`src/rtl/muldiv_sequencer_pkg.sv`:
```
// RV64M multiply/divide types and helpers shared by the sequencer and execute stage.
// Pure declarations: no latency, no flow control.
package muldiv_sequencer_pkg;

   localparam int MDU_XLEN  = 64;
   localparam int MDU_CNT_W = 7;

   // Encoding follows funct3 so decode can pass the field straight through.
   typedef enum logic [2:0] {
      OP_MUL    = 3'd0,
      OP_MULH   = 3'd1,
      OP_MULHSU = 3'd2,
      OP_MULHU  = 3'd3,
      OP_DIV    = 3'd4,
      OP_DIVU   = 3'd5,
      OP_REM    = 3'd6,
      OP_REMU   = 3'd7
   } mdu_op_t;

   typedef enum logic [1:0] {
      ST_IDLE = 2'd0,
      ST_RUN  = 2'd1,
      ST_DONE = 2'd2
   } mdu_state_t;

   function automatic logic is_signed_a(input mdu_op_t op);
      return (op == OP_MULH) || (op == OP_MULHSU) || (op == OP_DIV) || (op == OP_REM);
   endfunction

   function automatic logic is_signed_b(input mdu_op_t op);
      return (op == OP_MULH) || (op == OP_DIV) || (op == OP_REM);
   endfunction

endpackage

```
`src/rtl/mdu_div_step.sv`:
```
// One restoring-division step: shift the next dividend bit into rem, trial-subtract divisor.
// Combinational, zero latency; no flow control.
module mdu_div_step #(
   parameter int XLEN = 64
) (
   input  logic [XLEN-1:0] rem,
   input  logic [XLEN-1:0] quot,
   input  logic [XLEN-1:0] divisor,
   output logic [XLEN-1:0] rem_nxt,
   output logic [XLEN-1:0] quot_nxt
);

   logic [XLEN:0] trial;
   logic [XLEN:0] diff;

   // trial < 2*divisor, so the MSB of the XLEN+1 bit difference is a clean borrow flag.
   assign trial    = {rem, quot[XLEN-1]};
   assign diff     = trial - {1'b0, divisor};
   assign rem_nxt  = diff[XLEN] ? trial[XLEN-1:0] : diff[XLEN-1:0];
   assign quot_nxt = {quot[XLEN-2:0], ~diff[XLEN]};

endmodule

```
`src/rtl/muldiv_sequencer.sv`:
```
// Iterative radix-2 RV64M mul/div: done N+1 cycles after start (N=64, or 32 for W ops), 1 for div-by-zero/overflow.
// No backpressure: busy holds execute; start is only sampled in IDLE/DONE and flush always wins.
module muldiv_sequencer
   import muldiv_sequencer_pkg::*;
#(
   parameter int XLEN  = MDU_XLEN,
   parameter int CNT_W = MDU_CNT_W
) (
   input  logic            clk,
   input  logic            reset_n,
   input  logic            start,
   input  logic [2:0]      op,
   input  logic            is_word,
   input  logic [XLEN-1:0] src_a,
   input  logic [XLEN-1:0] src_b,
   input  logic            flush,
   output logic            busy,
   output logic            done,
   output logic [XLEN-1:0] result
);

   localparam int HALF = XLEN / 2;

   mdu_state_t        state_q, state_d;
   mdu_op_t           op_in, op_q;
   logic              word_q, neg_res_q, neg_a_q;
   logic [CNT_W-1:0]  cnt_q;
   logic [2*XLEN-1:0] acc_q;
   logic [XLEN-1:0]   opnd_q;

   logic              accept, sa, sb, neg_a, neg_b, div0, ovf, shortcut;
   logic [XLEN-1:0]   ext_a, ext_b, mag_a, mag_b, min_val, short_val;

   assign op_in  = mdu_op_t'(op);
   assign accept = start && !flush && ((state_q == ST_IDLE) || (state_q == ST_DONE));

   // Operands are reduced to magnitudes up front; signs are re-applied once at the end.
   always_comb begin
      sa      = is_signed_a(op_in);
      sb      = is_signed_b(op_in);
      ext_a   = is_word ? {{HALF{sa & src_a[HALF-1]}}, src_a[HALF-1:0]} : src_a;
      ext_b   = is_word ? {{HALF{sb & src_b[HALF-1]}}, src_b[HALF-1:0]} : src_b;
      neg_a   = sa & ext_a[XLEN-1];
      neg_b   = sb & ext_b[XLEN-1];
      mag_a   = neg_a ? -ext_a : ext_a;
      mag_b   = neg_b ? -ext_b : ext_b;
      min_val = is_word ? {{(HALF+1){1'b1}}, {(HALF-1){1'b0}}} : {1'b1, {(XLEN-1){1'b0}}};
      div0    = op_in[2] && (ext_b == '0);
      ovf     = op_in[2] && sa && (ext_a == min_val) && (ext_b == '1);
      shortcut = div0 || ovf;
      if (div0)
         short_val = op_in[1] ? (is_word ? {{HALF{src_a[HALF-1]}}, src_a[HALF-1:0]} : src_a) : '1;
      else
         short_val = op_in[1] ? '0 : min_val;
   end

   // Iteration datapath: shift-add multiply inline, restoring divide in the sub-module.
   logic [XLEN:0]     mul_sum;
   logic [2*XLEN-1:0] mul_nxt, step_nxt;
   logic [XLEN-1:0]   div_rem, div_quot;

   assign mul_sum  = {1'b0, acc_q[2*XLEN-1:XLEN]} + (acc_q[0] ? {1'b0, opnd_q} : '0);
   assign mul_nxt  = {mul_sum, acc_q[XLEN-1:1]};
   assign step_nxt = op_q[2] ? {div_rem, div_quot} : mul_nxt;

   mdu_div_step #(.XLEN(XLEN)) u_div_step (
      .rem      (acc_q[2*XLEN-1:XLEN]),
      .quot     (acc_q[XLEN-1:0]),
      .divisor  (opnd_q),
      .rem_nxt  (div_rem),
      .quot_nxt (div_quot)
   );

   // A half-length multiply leaves its product at [XLEN+HALF-1:HALF].
   logic [2*XLEN-1:0] prod_full, prod_fix;
   logic [XLEN-1:0]   quot_fix, rem_fix, raw_res, fin_res;

   always_comb begin
      prod_full = word_q ? {{XLEN{1'b0}}, step_nxt[XLEN+HALF-1:HALF]} : step_nxt;
      prod_fix  = neg_res_q ? -prod_full : prod_full;
      quot_fix  = neg_res_q ? -step_nxt[XLEN-1:0] : step_nxt[XLEN-1:0];
      rem_fix   = neg_a_q ? -step_nxt[2*XLEN-1:XLEN] : step_nxt[2*XLEN-1:XLEN];
      if (op_q[2])
         raw_res = op_q[1] ? rem_fix : quot_fix;
      else
         raw_res = (op_q == OP_MUL) ? prod_fix[XLEN-1:0] : prod_fix[2*XLEN-1:XLEN];
      fin_res = word_q ? {{HALF{raw_res[HALF-1]}}, raw_res[HALF-1:0]} : raw_res;
   end

   always_ff @(posedge clk or negedge reset_n) begin
      if (!reset_n) state_q <= ST_IDLE;
      else          state_q <= state_d;
   end

   always_comb begin
      state_d = state_q;
      busy    = (state_q == ST_RUN);
      done    = (state_q == ST_DONE) && !flush;
      case (state_q)
         ST_IDLE: if (accept) state_d = shortcut ? ST_DONE : ST_RUN;
         ST_RUN:  if (cnt_q == '0) state_d = ST_DONE;
         ST_DONE: state_d = accept ? (shortcut ? ST_DONE : ST_RUN) : ST_IDLE;
         default: state_d = ST_IDLE;
      endcase
      if (flush) state_d = ST_IDLE;
   end

   always_ff @(posedge clk or negedge reset_n) begin
      if (!reset_n) begin
         op_q      <= OP_MUL;
         word_q    <= 1'b0;
         neg_res_q <= 1'b0;
         neg_a_q   <= 1'b0;
         cnt_q     <= '0;
         acc_q     <= '0;
         opnd_q    <= '0;
         result    <= '0;
      end else if (accept) begin
         op_q      <= op_in;
         word_q    <= is_word;
         neg_res_q <= neg_a ^ neg_b;
         neg_a_q   <= neg_a;
         cnt_q     <= is_word ? CNT_W'(HALF-1) : CNT_W'(XLEN-1);
         opnd_q    <= op_in[2] ? mag_b : mag_a;
         if (op_in[2])
            acc_q <= {{XLEN{1'b0}}, (is_word ? {mag_a[HALF-1:0], {HALF{1'b0}}} : mag_a)};
         else
            acc_q <= {{XLEN{1'b0}}, mag_b};
         if (shortcut) result <= short_val;
      end else if ((state_q == ST_RUN) && !flush) begin
         acc_q <= step_nxt;
         cnt_q <= cnt_q - CNT_W'(1);
         if (cnt_q == '0) result <= fin_res;
      end
   end

endmodule

```
`config.mk`:
```
export PLATFORM = sky130hd
export DESIGN_NAME = muldiv_sequencer
export DESIGN_NICKNAME = d
export VERILOG_FILES = /design/src/rtl/muldiv_sequencer_pkg.sv /design/src/rtl/mdu_div_step.sv /design/src/rtl/muldiv_sequencer.sv
export SDC_FILE = /design/constraint.sdc
export NUM_CORES = 2
export LEC_CHECK = 0
export CAP_MARGIN = 20
export CORE_ASPECT_RATIO = 0.75
export CORE_UTILIZATION = 25
export CTS_BUF_LIST = sky130_fd_sc_hd__clkbuf_16
export DETAILED_ROUTE_END_ITERATION = 12
export PLACE_DENSITY = 0.42
export SYNTH_ARGS = -nofsm -noshare
export SYNTH_HDL_FRONTEND = slang
export SYNTH_SLANG_ARGS = --single-unit
export TNS_END_PERCENT = 30
```
`constraint.sdc`:
```
create_clock -name clk -period 17.5 [get_ports clk]
set_input_delay 3.5 -clock clk [delete_from_list [all_inputs] [get_ports clk]]
set_output_delay 3.5 -clock clk [all_outputs]
set_load 0.005 [all_outputs]
```
==> results.json <==
{
  "outcome": "finished with violations",
  "violations": "design-rule violations",
  "path_delay_family": "simple AND/OR/NAND/NOR gates",
  "power_w": 0.00784,
  "grt_antenna_before_repair": 29,
  "cts_htree_levels": 2,
  "cts-buffers-inserted": 37,
  "cp_cell_sequence": "clkdlybuf4s50_1 -> or4_1 -> or4_1 -> nor2_1 -> and3_1 -> nand3_1 -> or2_2 -> nor4_1 -> o21ai_0 -> or2_2 -> nand3_1 -> o21ai_4 -> clkinv_1 -> buf_4 -> o41ai_1 -> a31oi_1 -> o21ai_0 -> a21oi_1 -> a21oi_1",
  "dieArea_mm2": 0.153,
  "num_rows": 123,
  "cts_resized": 0,
  "track_usage_pct": 33.4,
  "core_area_mm2": 0.150,
  "synth_edf_count": 0,
  "grt_pass1_wl_um": 361000,
  "globalplace.congestion": 1.07,
  "clkSlewWorstSetupHoldPaths_ps": 60,
  "wl_per_cell_um": 35.1,
  "syn-num-nets": 5778,
  "worst_ep_required_time_ps": 17980,
  "critPathBufInv": 3,
  "synth-seq-cells": 271,
  "multiInputGateArea_mm2": 0.0291,
  "final-instance-count-excl-fill": 7583,
  "cts_hold_buf": 0,
  "hold_class": "reg -> reg",
  "totalWireLength_um": 266000,
  "async_flop_share_pct": 100,
  "clock_path_buffers": 3,
  "skew_ps": 41.6,
  "syn_inst": 5505,
  "final_hold_viol_count": 0,
  "endpoint_kind": "register",
  "fin_crit_ps": 9330,
  "fin_hold_ws_ps": 479,
  "worstMarginPinSlew_ps": 1360,
  "dp_hpwl_um": 217000,
  "port_buffers": 201,
  "cp_slowest_cell": "nor4_1",
  "syn2layout_area_growth_pct": 15.2,
  "grt_pass1_vias": 41900,
  "setup_viol": 0,
  "cp_max_fo": 51,
  "synth_warnings": 0,
  "ys.flop_type": "dfrtp_1",
  "first_pass_iters": 11,
  "dieHeight_um": 339,
  "drt-initial-drc-count": 7492,
  "post-route-period-util_pct": 53.3,
  "crit_path_max_incr_delay_ps": 720,
  "ys_seq_area_share_pct": 17.9,
  "grt_max_degree": 110,
  "final_common_cell": "nand2_1",
  "power_density_mw_per_mm2": 180,
  "antenna_left": 0,
  "final_cell_mix": "735 x nand2_1, 572 x o21ai_0, 523 x nor2_1",
  "start_kind": "input port",
  "leakagePower_nw": 16.5,
  "fillerInstances": 16800,
  "slew_viol_final": 0,
  "tns_ps": 0,
  "synth.avg_cell_area_um2": 6.88,
  "relSlewSlack_pct": 8.61,
  "post_cts_buffers": 0,
  "die_w_um": 451,
  "vdd_drop_max_mv": 0.0794,
  "io_pins": 202,
  "yosys.cell_types.count": 129,
  "clock_sinks": 271,
  "cts_root_buf": "clkbuf_16",
  "initial_utilization_pct": 25.2,
  "arrival_ps": 9800,
  "tritoncts": "built",
  "rsz0062_at_grt": "false",
  "vias": 47000,
  "drv_cap": 0,
  "dp.cells": 7491,
  "regArea_mm2": 0.00680,
  "viasPerCell": 6.20,
  "grt-ovfl-total": 0,
  "nets": 5818,
  "critPathKind": "in -> reg",
  "netlist_area_mm2": 0.0379,
  "drive_gt1_share_pct": 8.06,
  "clk_latency_ps": 630,
  "max_freq_mhz": 107,
  "drc": 20
}
==> synthesized netlist by cell type, types with 26 or more instances <==
master,n,share of area [%]
nand2_1,738,7.3
o21ai_0,573,7.6
nor2_1,527,5.2
a21oi_1,492,6.5
clkbuf_1,299,3.0
dfrtp_1,271,18
xnor2_1,215,5.0
nor3_1,159,2.1
nand3_1,139,1.8
xor2_1,137,3.2
inv_1,136,1.3
ha_1,135,4.5
o211ai_1,113,2.2
and2_1,102,1.7
mux2i_1,102,2.7
a31oi_1,94,1.6
nand4_1,92,1.5
a21o_1,76,1.5
o31ai_1,65,1.3
a211oi_1,57,1.1
nor4_1,57,0.94
or3_1,50,0.83
nor2b_1,46,0.76
mux2_2,43,1.3
o21a_1,42,0.83
and3_1,40,0.66
buf_2,40,0.53
buf_1,35,0.35
a221oi_1,34,0.79
o22ai_1,31,0.51
nand2b_1,30,0.50
o21ai_1,27,0.36
o221ai_1,27,0.62
or2_2,26,0.43
==> flip-flops by register name, summed over array words and instances (netlist names) <==
signal	flops
neg_res_q	1
op_q	3
opnd_q	64
acc_q	128
state_q	2
neg_a_q	1
cnt_q	7
result	64
word_q	1
==> metal layers <==
layer | GRT usage [%] | vias up | part of all wire, % | wire length (µm)
met5 | 0 | - | 0.019 | 51
met4 | 9.82 | 10 | 3.5 | 9280
met3 | 11.6 | 355 | 12 | 33000
met2 | 42.3 | 2839 | 37 | 98000
met1 | 50.9 | 23500 | 47 | 126000
li1 | - | 20300 | - | -
==> worst reg2reg max path, stage by stage, from the launching register on <==
cell,delay (ps)
dfrtp_1,430
ha_1,500
a21oi_1,150
o21ai_0,600
a21oi_1,140
a311oi_2,880
o21a_1,530
a2111oi_4,100
o31ai_1,250
buf_4,190
ha_1,200
nor2b_1,240
nand4_1,300
or3_1,540
or2_2,360
nor3b_1,200
buf_4,190
nand2_1,90
o41ai_1,620
nor4bb_2,1000
nand2_1,420
a21oi_1,230
o211ai_1,390
a31oi_1,360
buf_4,150
o31ai_2,50
==> power breakdown <==
part	switching, W	internal, W
Combinational	0.00414	0.00172
Clock	0.000376	0.000473
Sequential	0.000311	0.000813
Total	0.00483	0.00301
==> cell type report <==
class	count	share of cell area, %
Sequential cell	271	15.6
Clock inverter	30	0.697
Timing Repair Buffer	391	7.88
Multi-Input combinational cell	4705	66.7
Inverter	139	1.20
Tap cell	2000	5.74
Clock buffer	38	2.18
Antenna cell	9	0.0516
==> through the flow <==
| stage | utilization [%] | worst slack, ps | cell area (µm²) |
|---|---|---|---|
| floorplan | - | 9930 | 37900 |
| global placement | 28.1 | 7850 | 42200 |
| detailed placement | 28.1 | 7830 | 42200 |
| CTS | 29.0 | 8490 | 43500 |
| global route | 29.0 | 8020 | 43600 |
| finish | 29.0 | 8170 | 43600 |
==> path summary, 6_finish.rpt <==
check	start	to	slack, ps	cells past startpoint
setup / recovery	src_b[11]	result[48]	8170	19
hold / removal	result[3]	result[3]	480	2
setup reg to reg	acc_q[108]	result[36]	8260	25
hold reg to reg	result[3]	result[3]	480	2
max in group asynchronous	reset_n	word_q	12310	3
min in group asynchronous	reset_n	acc_q[118]	2900	1
==> cell families (layout without fill, tap and decap cells) <==
family          count (synthesis)  count (layout)  share of synthesized area, %
fa+ha+maj                     137             137                          4.57
mux                           145             145                          3.98
simple gates                 2138            2138                          27.1
xor+xnor                      352             352                          8.14
buf+inv                       529             598                          5.68
compound gates               1933            1933                          32.6
other cells                     0               9                             0
flops                         271             271                          17.9
Power figures use the tool's default switching activity.
